File: src/rtl/cb_seg_calc.sv
// Turbo code-block segmentation (C, K+/K-, C+/C-, F) for a CRC-attached TB size; optional err_cnt via CB_SEG_ERR_CNT_EN.
// Iterative, variable latency; one request at a time, result held in DONE until out_ready.
module cb_seg_calc #(
    parameter int B_W   = 16,
    parameter int Z     = 6144,
    parameter int L     = 24,
    parameter int MAX_C = 8,
    parameter int C_W   = $clog2(MAX_C + 1)
) (
    input  logic           clk,
    input  logic           aclr,
    input  logic           in_valid,
    output logic           in_ready,
    input  logic [B_W-1:0] b_in,
    output logic           out_valid,
    input  logic           out_ready,
    output logic [C_W-1:0] c_out,
    output logic [C_W-1:0] c_plus,
    output logic [C_W-1:0] c_minus,
    output logic [12:0]    k_plus,
    output logic [12:0]    k_minus,
    output logic [B_W-1:0] filler,
    output logic           err,
    output logic [15:0]    err_cnt
);

    // Wide enough for C*K and B+C*L without truncation.
    localparam int P_W = ((B_W > 13) ? B_W : 13) + C_W;
    localparam logic [B_W-1:0] Z_B  = B_W'(Z);
    localparam logic [B_W-1:0] ZL_B = B_W'(Z - L);

    typedef enum logic [2:0] {IDLE, DIVC, KSRCH, SPLIT, FILL, DONE} state_t;

    state_t         state;
    logic [B_W-1:0] b_q;
    logic [B_W-1:0] rem;
    logic [C_W-1:0] c_q;
    logic [C_W-1:0] cm_q;
    logic [P_W-1:0] bp;
    logic [P_W-1:0] diff;
    logic [12:0]    k;
    logic [12:0]    km_q;
    logic [12:0]    dk;

    function automatic logic [12:0] next_k(input logic [12:0] kk);
        if (kk < 13'd512)       return kk + 13'd8;
        else if (kk < 13'd1024) return kk + 13'd16;
        else if (kk < 13'd2048) return kk + 13'd32;
        else                    return kk + 13'd64;
    endfunction

    function automatic logic [12:0] prev_k(input logic [12:0] kk);
        if (kk <= 13'd512)       return kk - 13'd8;
        else if (kk <= 13'd1024) return kk - 13'd16;
        else if (kk <= 13'd2048) return kk - 13'd32;
        else                     return kk - 13'd64;
    endfunction

    logic [C_W-1:0] cn;
    logic [C_W-1:0] cp_w;
    logic [P_W-1:0] prod;
    logic [P_W-1:0] fill_w;
    logic [12:0]    kpv;
    logic           one_blk;
    logic           div_err;

    always_comb begin
        cn      = c_q + C_W'(1);
        cp_w    = c_q - cm_q;
        prod    = P_W'(c_q) * P_W'(k);
        fill_w  = P_W'(cp_w) * P_W'(k) + P_W'(cm_q) * P_W'(km_q) - bp;
        kpv     = prev_k(k);
        one_blk = (c_q == '0) && (b_q <= Z_B);
        // Abort before C can exceed MAX_C: remainder still too big after MAX_C-1 subtractions.
        div_err = (b_q == '0) || (!one_blk && (rem > ZL_B) && (cn >= C_W'(MAX_C)));
    end

    always_ff @(posedge clk or posedge aclr) begin
        if (aclr) begin
            state     <= IDLE;
            in_ready  <= 1'b1;
            out_valid <= 1'b0;
            err       <= 1'b0;
            c_out     <= '0;
            c_plus    <= '0;
            c_minus   <= '0;
            k_plus    <= '0;
            k_minus   <= '0;
            filler    <= '0;
            b_q       <= '0;
            rem       <= '0;
            c_q       <= '0;
            cm_q      <= '0;
            bp        <= '0;
            diff      <= '0;
            k         <= '0;
            km_q      <= '0;
            dk        <= '0;
        end else begin
            case (state)
                IDLE: begin
                    if (in_valid) begin
                        b_q      <= b_in;
                        rem      <= b_in;
                        c_q      <= '0;
                        in_ready <= 1'b0;
                        state    <= DIVC;
                    end
                end
                DIVC: begin
                    if (div_err) begin
                        err       <= 1'b1;
                        c_out     <= '0;
                        c_plus    <= '0;
                        c_minus   <= '0;
                        k_plus    <= '0;
                        k_minus   <= '0;
                        filler    <= '0;
                        out_valid <= 1'b1;
                        state     <= DONE;
                    end else if (one_blk) begin
                        c_q   <= C_W'(1);
                        bp    <= P_W'(b_q);
                        k     <= 13'd40;
                        state <= KSRCH;
                    end else if (rem <= ZL_B) begin
                        c_q   <= cn;
                        bp    <= P_W'(b_q) + P_W'(cn) * P_W'(L);
                        k     <= 13'd40;
                        state <= KSRCH;
                    end else begin
                        rem <= rem - ZL_B;
                        c_q <= cn;
                    end
                end
                KSRCH: begin
                    if ((prod >= bp) || (k >= 13'(Z))) begin
                        km_q  <= kpv;
                        dk    <= k - kpv;
                        diff  <= prod - bp;
                        cm_q  <= '0;
                        state <= SPLIT;
                    end else begin
                        k <= next_k(k);
                    end
                end
                SPLIT: begin
                    if (c_q == C_W'(1)) begin
                        km_q  <= '0;
                        state <= FILL;
                    end else if (diff >= P_W'(dk)) begin
                        diff <= diff - P_W'(dk);
                        cm_q <= cm_q + C_W'(1);
                    end else begin
                        state <= FILL;
                    end
                end
                FILL: begin
                    err       <= 1'b0;
                    c_out     <= c_q;
                    c_plus    <= cp_w;
                    c_minus   <= cm_q;
                    k_plus    <= k;
                    k_minus   <= km_q;
                    filler    <= fill_w[B_W-1:0];
                    out_valid <= 1'b1;
                    state     <= DONE;
                end
                DONE: begin
                    if (out_ready) begin
                        out_valid <= 1'b0;
                        in_ready  <= 1'b1;
                        state     <= IDLE;
                    end
                end
                default: state <= IDLE;
            endcase
        end
    end

`ifdef CB_SEG_ERR_CNT_EN
    always_ff @(posedge clk or posedge aclr) begin
        if (aclr)
            err_cnt <= '0;
        else if (out_valid && out_ready && err && (err_cnt != 16'hFFFF))
            err_cnt <= err_cnt + 16'd1;
    end
`else
    assign err_cnt = '0;
`endif

endmodule

File: config.mk
export PLATFORM = sky130hd
export DESIGN_NAME = cb_seg_calc
export DESIGN_NICKNAME = d
export VERILOG_FILES = /design/src/rtl/cb_seg_calc.sv
export SDC_FILE = /design/constraint.sdc
export NUM_CORES = 1
export LEC_CHECK = 0
export CAP_MARGIN = 20
export CORE_MARGIN = 3
export CORE_UTILIZATION = 45
export DETAILED_ROUTE_END_ITERATION = 8
export GPL_TIMING_DRIVEN = 0
export PLACE_DENSITY = 0.67
export SYNTH_ARGS = -nofsm -noshare
export SYNTH_HDL_FRONTEND = slang
export SYNTH_SLANG_ARGS = --single-unit
File: constraint.sdc
create_clock -name clk -period 5.85 [get_ports clk]
set_input_delay 0.8775 -clock clk [delete_from_list [all_inputs] [get_ports clk]]
set_output_delay 0.8775 -clock clk [all_outputs]
set_load 0.02 [all_outputs]
# Yosys cells after proc, flatten, opt, wreduce, memory -nomap -nowiden
# Cells that the tools add are included.
# op_classes
n_reduce_logical,28
n_mux,58
div,0
addsub,18
n_eq_ne,20
magnitude_cmp,13
n_shift,0
n_mul,4
bitwise,1
# op_table
cell,count
two-way mux 13 bit,13
case mux 13 bit (2 select lines),4
two-way mux 20 bit,5
two-way mux 16 bit,5
case mux 16 bit (2 select lines),2
case mux 20 bit (2 select lines),1
case mux 4 bit (2 select lines),5
"less-or-equal comparator 16 x 13 -> 1 bit, second input constant",2
multiplier 4 x 13 -> 16 bit,2
two-way mux 4 bit,7
two-way mux 3 bit,8
"!= test 2 bit, second input constant",11
greater-or-equal comparator 17 x 20 -> 1 bit,1
greater-or-equal comparator 20 x 13 -> 1 bit,1
subtractor 17 x 20 -> 20 bit,1
subtractor 20 x 13 -> 20 bit,1
case mux 3 bit (6 select lines),1
adder 16 x 9 -> 17 bit,1
multiplier 4 x 13 -> 17 bit,1
adder 16 bit,1
"> comparator 16 x 13 -> 1 bit, second input constant",1
zero test 16 bit,1
"subtractor 16 x 13 -> 16 bit, second input constant",1
subtractor 16 bit,1
41 further kinds,65
# totals
ram_bits,0
regBits,179
output_inout_bits,73
memories,0
latch_bits,0
mem_bits_ro,0
input_bits,20
wordCells,161

# Longest topological paths before layout
# depth
ltp_word,8
depth_mapped,27

# Worst setup path before layout
# No wires, ideal clock.
# synth_path
path_kind,reg2reg
startpoint,reg c_q[1]
endpoint,reg filler[11]
slack_ns,0.274
stages_incl_launch_ff,22
setup_time_ns,0.122
arrival_time_ns,5.455
required_ns,5.728
cell_sequence,dfrtp_1 -> clkbuf_1 -> inv_1 -> fa_1 -> xnor2_1 -> clkbuf_1 -> nand2_1 -> fa_1 -> inv_1 -> fa_1 -> inv_1 -> fa_1 -> inv_1 -> fa_1 -> ha_1 -> o21ai_0 -> nor2_1 -> o21ai_0 -> a21boi_0 -> a21o_1 -> a211o_1 -> a32o_1
# synth_between
elab_chain_cells,8
# synth_rtl
item,line_no,rtl
from (decl),37,logic [C_W-1:0] c_q;
from (signal assigned),127,c_q <= cn;
from (signal assigned),133,c_q <= cn;
"parallel branches: the longest is 8 deep, another holds multiplier 4 x 13 -> 16 bit",n/a,
to (signal assigned),165,filler <= fill_w[B_W-1:0];
to (decl),22,"output logic [B_W-1:0] filler,"
# Several ways; the timed one is not identified.
# A chain may end at the register's enable or synchronous reset.

# Final worst setup path
# layout_path
startpoint,reg k[4]
endpoint,reg diff[17]
# layout_between
elab_chain_cells,5
# layout_rtl
item,line_no,rtl
from (decl),41,logic [12:0] k;
from (signal assigned),144,k <= next_k(k);
multiplier 4 x 13 -> 17 bit,70,prod = P_W'(c_q) * P_W'(k);
greater-or-equal comparator 17 x 20 -> 1 bit,137,if ((prod >= bp) || (k >= 13'(Z))) begin
logical OR 1 bit,137,
!= test 2 bit (no line),n/a,
AND reduction 4 bit (no line),n/a,
to (signal assigned),140,diff <= prod - bp;
to (signal assigned),152,diff <= diff - P_W'(dk);
to (decl),40,logic [P_W-1:0] diff;
# Parallel ways exist; a longest one is shown, timed or not. The select of a mux whose other input is x is not followed.

==> reports/metrics.yaml <==
status:
  status: "complete, no violations"
cts:
  cts_hold_buf: 0
  htreeDepth: 4
  cts_root_buf: "clkbuf_16"
  cts_buffers: 17
  clockBufferDepth: 2
  cts_sinks: 163
  cts_tree: "done"
  clk_pin_slew_ns: 0.07
  insertion_delay_ns: 0.46
synth:
  synth_edf_count: 0
  async_reset_ff_frac: 1.00
  netlist_area_mm2: 0.0148
  avgSynthCellArea_um2: 8.74
  synthTopCellsByArea: "dfrtp_1 (27%), fa_1 (15%), ha_1 (9.4%), nand2_1 (5.4%), inv_1 (4.5%)"
  yosys_most_used_dff: "dfrtp_1"
  synthCells: 1692
  synth_top_area_cell: "dfrtp_1"
  synth_top_area_frac: 0.274
  ys_ff_latch: 163
  yosys_warnings: 0
  ys_types: 82
  yosysSeqAreaShare: 0.276
setup_path:
  worstSetupPathType: "reg -> reg"
  arrival_ns: 6.05
  rr_worst_depth: 23
  crit_start: "k[4]"
  start_kind: "register"
  critPathRequiredTime_ns: 6.24
  reg2reg_from: "k[4]"
  timing.rr.end: "diff[17]"
  worstPathMaxFanout: 10
  cp-end-kind: "register"
  rrSetupSlack_ns: 0.18
sta:
  tns_ns: 0
  clock_skew_ns: 0.0122
  holdWs_ns: 0.480
  max_freq_ghz: 0.176
  tightestPinTransition_ns: 0.860
  setup_viol: 0
  hold_violations: 0
  period_minus_slack_ns: 5.67
  max_slew_margin: 0.427
  fin_crit_sh: 0.969
  maxSlewViolCount: 0
  layout_setup_ws_ns: 0.184
grt:
  grtUsageTotal: 0.246
  antenna_found_initial: 1
  overflow: 0
  grt_max_degree: 87
  grt_pass1_vias: 12400
  grt_pass1_wl_mm: 68.3
cells_and_area:
  fin_cells: 2304
  final_common_cell: "nand2_1"
  drive_gt1_frac: 0.0936
  num_antenna_cells: 0
  fin_nets: 2096
  fillers: 2945
  area_delta_synth_final_pct: 17.1
  mostFrequentLayoutCells: "nand2_1 (211), inv_1 (169), dfrtp_1 (149), ha_1 (109), fa_1 (108)"
min_path:
  hold_end: "rem[0]"
  min_from: "rem[0]"
  hold_class: "reg -> reg"
  whs_path_depth: 2
die:
  die_x_um: 187
  rows: 65
  core_mm2: 0.0320
  die_y_um: 187
  ios: 93
  initial_core_util: 0.463
  dieArea_mm2: 0.0351
drt:
  drc_errors: 0
  routed_wl_mm: 43.1
  first_pass_iters: 6
  ant_nets: 0
  viasPerCell: 5.50
  wl_per_cell_um: 18.7
  vias: 12700
  drtIter0Drc: 952
placement:
  placedCellCount: 2244
  port-buffer-count: 73
  post-place-ws_ns: -1.41
  hpwl_mm: 33.8
  gp_congestion: 0.941
flow_run:
  drv_cap: 0
==> cell type report <==
type,instances,area [µm²],share of cell area
Buffer,88,522,0.0301
Clock buffer,19,433,0.0250
Clock inverter,13,126,0.00730
Inverter,178,694,0.0401
Multi-Input combinational cell,1298,9860,0.569
Sequential cell,163,4100,0.237
Tap cell,435,544,0.0314
Timing Repair Buffer,110,1040,0.0603
==> sequential cells by signal, summed over array words and instances (netlist names) <==
| register | count |
|---|---|
| b_q | 16 |
| bp | 17 |
| c_minus | 4 |
| c_out | 4 |
| c_plus | 4 |
| c_q | 4 |
| cm_q | 4 |
| diff | 20 |
| dk | 10 |
| err | 1 |
| filler | 16 |
| in_ready | 1 |
| k | 10 |
| k_minus | 11 |
| k_plus | 10 |
| km_q | 11 |
| out_valid | 1 |
| rem | 16 |
| state | 3 |
==> worst max-delay path by stage <==
stage | to | depth (start not counted)
floorplan | filler[11] | 21
global placement | dk[6] | 2
detailed placement | diff[16] | 26
CTS | diff[17] | 24
global route | filler[11] | 21
finish | diff[17] | 23
==> timing repair <==
item | 4_1_cts | 5_1_grt
pin swaps | 3 | 7
setup endpoints to repair | 67 | 62
gates resized for setup | 59 | 44
endpoints found under the hold margin | 0 | 0
buffers inserted | 4 | 30
gates cloned | 1 | 0
==> worst max-delay path: stages (launching register included) <==
cell and delay (ns):
dfrtp_2 0.45, buf_6 0.18, and2_1 0.18, fa_1 0.53, inv_1 0.06, fa_1 0.54
inv_1 0.04, ha_1 0.34, a21oi_2 0.17, o31ai_2 0.10, a41o_1 0.29, o41ai_4 0.25
o21bai_1 0.12, a21oi_1 0.17, xnor2_1 0.08, ha_1 0.34, nand4_1 0.16, nor2_2 0.21
o311a_1 0.25, nor2_4 0.06, a31o_2 0.28, clkbuf_8 0.19, or4_4 0.50, nand3_1 0.08
==> cell families (layout without fill, tap and decap cells) <==
kind of cell	Yosys count	after routing	synth area share
buffers and inverters	273	408	0.0762
AO/OA/AOI/OAI	411	411	0.182
other	2	44	0.000508
adder cells (fa/ha/maj)	220	220	0.241
flip-flops	163	163	0.276
AND/OR/NAND/NOR	531	531	0.168
XOR/XNOR	83	83	0.0491
multiplexers	9	9	0.00643
==> Yosys cell counts (5+ instances only) <==
library cell and number:
o2bb2ai_1 5, clkbuf_1 65, xor2_1 31, inv_1 177
nor2_1 104, o21ai_0 107, a21oi_1 101, nor3_1 21
dfrtp_1 162, mux2i_1 5, xnor2_1 52, and2_1 48
and3_1 9, a31oi_1 14, nand3_1 43, ha_1 111
fa_1 109, a22o_1 47, nand2_1 213, a21boi_0 6
nand2b_1 26, o41ai_1 5, nor2b_1 15, nand4_1 11
or3_1 11, buf_4 21, a2bb2oi_1 6, a21o_1 17
o21a_1 13, o21bai_1 6, o21ai_1 8, o22ai_1 7
a211oi_1 17, a211o_1 8, or4_1 5, nor4_1 8
==> metrics by stage <==
stage,area [µm²],util
final,17300,0.542
after global routing,17300,0.542
after CTS,17000,0.532
after detailed placement,16300,0.509
after global placement,16200,0.508
after floorplan,15000,-
==> routing by layer <==
layer	global-route usage	routed length (µm)	vias up	share of wire
li1	-	-	6017	-
met1	0.334	19200	6164	0.44
met2	0.397	19800	406	0.46
met3	0.0380	2390	79	0.055
met4	0.0954	1730	0	0.040
met5	0	0	-	0
Power is not shown: default switching activity piles up to over one toggle a cycle in this logic, so the estimate is an artifact.
